[src/rtl/multi_event_waiter.sv]
// Arms a wait on a masked set of one-cycle event pulses and completes on ANY or ALL of them, with an optional cycle timeout.
// An event in ARMED cycle k gives done_o in cycle k+1; the result is held in DONE until ack_i, and arm_i is accepted only in IDLE or with ack_i in DONE.
module multi_event_waiter #(
    parameter int NUM_EVENTS = 3,
    parameter int TMO_W      = 16,
    parameter int IDX_W      = (NUM_EVENTS > 1) ? $clog2(NUM_EVENTS) : 1
) (
    input  logic                  clk,
    input  logic                  rst,
    input  logic                  arm_i,
    input  logic                  mode_all_i,
    input  logic [NUM_EVENTS-1:0] mask_i,
    input  logic [TMO_W-1:0]      timeout_i,
    input  logic [NUM_EVENTS-1:0] ev_i,
    input  logic                  cancel_i,
    input  logic                  ack_i,
    output logic                  armed_o,
    output logic                  busy_o,
    output logic                  done_o,
    output logic                  timed_out_o,
    output logic [NUM_EVENTS-1:0] hits_o,
    output logic [IDX_W-1:0]      first_idx_o,
    output logic                  arm_err_o
);

    typedef enum logic [1:0] {IDLE, ARMED, DONE} state_t;

    state_t                state, state_nxt;
    logic                  mode_all;
    logic [NUM_EVENTS-1:0] mask, hits, hits_nxt;
    logic [TMO_W-1:0]      tmo, cnt;
    logic [TMO_W:0]        cnt_inc;
    logic                  arm_slot, accept, reject;
    logic                  complete, tmo_fire, finish;
    logic [IDX_W-1:0]      idx_nxt;
    logic [NUM_EVENTS-1:0] res_hits;
    logic [IDX_W-1:0]      res_idx;
    logic                  res_tmo;
    logic                  armed_pulse, err_pulse;

    assign arm_slot = (state == IDLE) || ((state == DONE) && ack_i);
    assign accept   = arm_slot && arm_i && (|mask_i);
    assign reject   = arm_slot && arm_i && !(|mask_i);

    assign hits_nxt = hits | (ev_i & mask);
    assign complete = mode_all ? (hits_nxt == mask) : (|hits_nxt);
    // Widened so a saturated counter can never wrap into a false match.
    assign cnt_inc  = {1'b0, cnt} + {{TMO_W{1'b0}}, 1'b1};
    assign tmo_fire = (tmo != '0) && (cnt_inc == {1'b0, tmo});
    assign finish   = (state == ARMED) && !cancel_i && (complete || tmo_fire);

    always_comb begin
        idx_nxt = '0;
        for (int i = NUM_EVENTS - 1; i >= 0; i--) begin
            if (hits_nxt[i]) idx_nxt = IDX_W'(i);
        end
    end

    always_ff @(posedge clk) begin
        if (rst) state <= IDLE;
        else     state <= state_nxt;
    end

    always_comb begin
        state_nxt = state;
        case (state)
            IDLE:    if (accept) state_nxt = ARMED;
            ARMED: begin
                if (cancel_i)                  state_nxt = IDLE;
                else if (complete || tmo_fire) state_nxt = DONE;
            end
            DONE:    if (ack_i) state_nxt = accept ? ARMED : IDLE;
            default: state_nxt = IDLE;
        endcase
    end

    always_ff @(posedge clk) begin
        if (rst) begin
            mode_all    <= 1'b0;
            mask        <= '0;
            tmo         <= '0;
            hits        <= '0;
            cnt         <= '0;
            res_hits    <= '0;
            res_idx     <= '0;
            res_tmo     <= 1'b0;
            armed_pulse <= 1'b0;
            err_pulse   <= 1'b0;
        end else begin
            armed_pulse <= accept;
            err_pulse   <= reject;
            if (accept) begin
                mode_all <= mode_all_i;
                mask     <= mask_i;
                tmo      <= timeout_i;
                hits     <= '0;
                cnt      <= '0;
            end else if (state == ARMED) begin
                hits <= cancel_i ? '0 : hits_nxt;
                if (cnt != '1) cnt <= cnt_inc[TMO_W-1:0];
            end
            // A completion on the timeout cycle still reports as a completion.
            if (finish) begin
                res_hits <= hits_nxt;
                res_idx  <= idx_nxt;
                res_tmo  <= !complete;
            end
        end
    end

    always_comb begin
        busy_o      = (state == ARMED);
        done_o      = (state == DONE);
        armed_o     = armed_pulse;
        arm_err_o   = err_pulse;
        timed_out_o = done_o && res_tmo;
        hits_o      = done_o ? res_hits : '0;
        first_idx_o = done_o ? res_idx : '0;
    end

endmodule

[config.mk]
export PLATFORM = sky130hd
export DESIGN_NAME = multi_event_waiter
export DESIGN_NICKNAME = d
export VERILOG_FILES = /design/src/rtl/multi_event_waiter.sv
export SDC_FILE = /design/constraint.sdc
export NUM_CORES = 1
export LEC_CHECK = 0
export CORE_UTILIZATION = 55
export DETAILED_ROUTE_END_ITERATION = 8
export GPL_ROUTABILITY_DRIVEN = 0
export PLACE_DENSITY_LB_ADDON = 0.08
export SLEW_MARGIN = 20
export SYNTH_ARGS = -nofsm -noshare
export SYNTH_HDL_FRONTEND = slang
export SYNTH_SLANG_ARGS = --single-unit
[constraint.sdc]
create_clock -name clk -period 3.3 [get_ports clk]
set_input_delay 0.495 -clock clk [delete_from_list [all_inputs] [get_ports clk]]
set_output_delay 0.495 -clock clk [all_outputs]
set_load 0.05 [all_outputs]
==> impl_metrics.yaml <==
logic_synthesis:
  synth_cell_types: 59
  syn-cell-area_sq_um: 2724
  async_reset_ff_share_pct: 0
  postSynthRegisterBits: 49
  synthCells: 310
  synth_top_flop_cell: "dfxtp_1"
  synth_nets: 339
  yosys_warnings: 0
  avgSynthCellArea_sq_um: 8.787
  yosysSeqAreaShare_pct: 36.01
  synth_edf_count: 0
drt:
  vias: 2293
  drt-vias-per-instance: 5.676
  wl_microns: 5758
  drt_iter0_markers: 106
  drc: 0
  wl_per_cell_microns: 14.25
  drt-pass1-iter-count: 4
  ant_nets: 0
run_status:
  status: "finished clean"
cells_and_area:
  fillerInstances: 429
  layout_common_cells: "49 x dfxtp_1, 46 x nor2_1, 37 x clkdlybuf4s50_1, 18 x mux2i_1, 16 x xor2_1"
  antenna_cells: 0
  post-route-util_pct: 66.76
  syn2layout_area_growth_pct: 16.54
  layout.nets: 366
  layout_commonest_cell: "dfxtp_1"
  drive_gt1_share_pct: 9.496
clock_tree:
  htreeDepth: 2
  post_cts_resized: 0
  cts_buffers: 5
  clockBufferDepth: 2
  cts_tree: "done"
  cts-root-buf: "clkbuf_8"
  insertion_delay_ps: 310
  clk_pin_slew_ps: 90
  cts_setup_buffers: 0
  cts_hold_buf: 0
  clock_sinks: 49
timing:
  maxSlewViolCount: 0
  setup_tns_ps: 0
  setup_viol: 0
  hold_violations: 0
  fin_crit_ps: 2626
  skew_ps: 9.186
  relSlewSlack_pct: 65.14
  rsz0062_at_grt: "no"
  fin_crit_sh_pct: 79.59
  fmax_mhz: 380.7
  hold_slack_ps: 466.5
  worst_pin_slew_ps: 518.1
floorplan:
  core-area_sq_um: 4755
  die_h_microns: 72.38
  rows: 25
  dieWidth_microns: 72.38
  die_area_sq_um: 5238
  initial_core_util_pct: 57.29
  io_pins: 38
pwr:
  ir_drop_mv: 0.2770
  power_density_nw_per_um2: 392.4
  power.total_mw: 1.246
  p_leak_nw: 1.152
grt:
  antenna_found_initial: 0
  track_usage_pct: 23.61
  grt_max_degree: 32
  grt_pass1_vias: 2010
  grt_overflow: 0
  grt_pass1_wl_microns: 9660
critical_path:
  arrival_ps: 2810
  cp.required_ps: 3490
  crit_fanout: 12
  worstPathCellList: "ha_1 -> nand3_4 -> nor4_1 -> and4_2 -> o221a_2 -> and4_4 -> o21ai_0 -> nor3b_2"
  endpoint_kind: "register"
  start_kind: "register"
  cp_slowest_cell: "nor4_1"
  path_class: "reg -> reg"
  critical_path.max_stage_delay_ps: 530
place:
  dp_hpwl_microns: 4286
  portBuffers: 37
min_path:
  hold_class: "reg -> reg"
flow_run:
  max_cap_viol_count: 0
-- logic make-up after synthesis --
group           count (synthesis)  share of synthesized area (%)
xor+xnor                       27                          8.681
fa+ha+maj                       1                         0.4593
simple gates                  141                          29.95
flops                          49                          36.01
buf+inv                        27                          5.834
compound gates                 47                          12.45
mux                            18                          6.615
-- state kept, by name, summed over array words and instances, names as in the netlist, 2 cells and up --
signal	count
res_hits	3
hits	3
state	2
cnt	16
res_idx	2
tmo	16
mask	3
-- path summary, 6_finish.rpt --
path | start | to | slack (ps) | cells past startpoint
setup / recovery | cnt[0] | res_hits[1] | 670 | 8
hold / removal | res_idx[1] | res_idx[1] | 470 | 2
setup reg to reg | cnt[0] | res_hits[1] | 670 | 8
hold reg to reg | res_idx[1] | res_idx[1] | 470 | 2
-- Yosys cell counts, types with 2 or more instances --
cell      count  area share (%)
nand2_1      11             1.5
nand2b_1      7             1.6
o21ai_0       7             1.3
xor2_1       16             5.1
xnor2_1      11             3.5
nor2_1       47             6.5
inv_1         7            0.96
buf_6         2            0.83
o21a_1        3            0.83
and3_1        2            0.46
o221ai_1      2            0.64
clkbuf_8      3             1.5
nand3_1       6             1.1
nand4_1      12             2.8
mux2i_1      18             6.6
a31oi_1       4            0.92
a311oi_1      2            0.64
clkbuf_1      6            0.83
and3_2        3            0.83
nor4_1        7             1.6
nor3_1       13             2.4
a21oi_1       8             1.5
nor2b_1       2            0.46
buf_2         7             1.3
nor3b_2       3             1.4
and4_2        4             1.5
and2_1        9             2.1
o211ai_1      2            0.55
dfxtp_1      49              36
and4_1        2            0.64
a22o_1        3            0.96
a211oi_1      2            0.55
o41ai_1       4             1.3
-- through the flow --
step | instances | area [sq um] | setup slack (ps)
after floorplan | 310 | 2724 | 917.7
after global placement | 397 | 3070 | 821.1
after detailed placement | 397 | 3070 | 756.3
after CTS | 404 | 3174 | 724.5
after global routing | 404 | 3174 | 533.6
final | 404 | 3174 | 673.5
-- metal layers --
metal  wire (microns)  global-route usage [%]
met1             3005                   35.27
met2             2476                   34.48
met3              233                   4.583
met4               42                   6.536
met5                0                       0
-- layout make-up --
class                      count  area (sq um)  share of cell area, %
clock buffer                   5         68.82                  2.168
clock inverter                 2         35.03                  1.104
inverter                       7         26.28                 0.8278
multi-input combinational    234          1587                  49.98
sequential                    49         980.9                  30.90
tap                           67         83.83                  2.641
timing repair buffer          40         392.9                  12.38
-- worst max-delay path: cells and delay by family, from the launching register on --
family	cells	cell delay (ps)
AND/OR/NAND/NOR	5	1450
flip-flops	1	450
adder cells (fa/ha/maj)	1	310
AO/OA/AOI/OAI	2	280
-- where the power goes --
part           leakage [nW]  total (mW)  switching [mW]  internal (mW)
clock network        0.0540       0.419           0.199          0.220
logic                 0.699       0.189          0.0931         0.0961
registers             0.399       0.637          0.0239          0.613
Note: power is estimated with default switching activity, not from simulation.
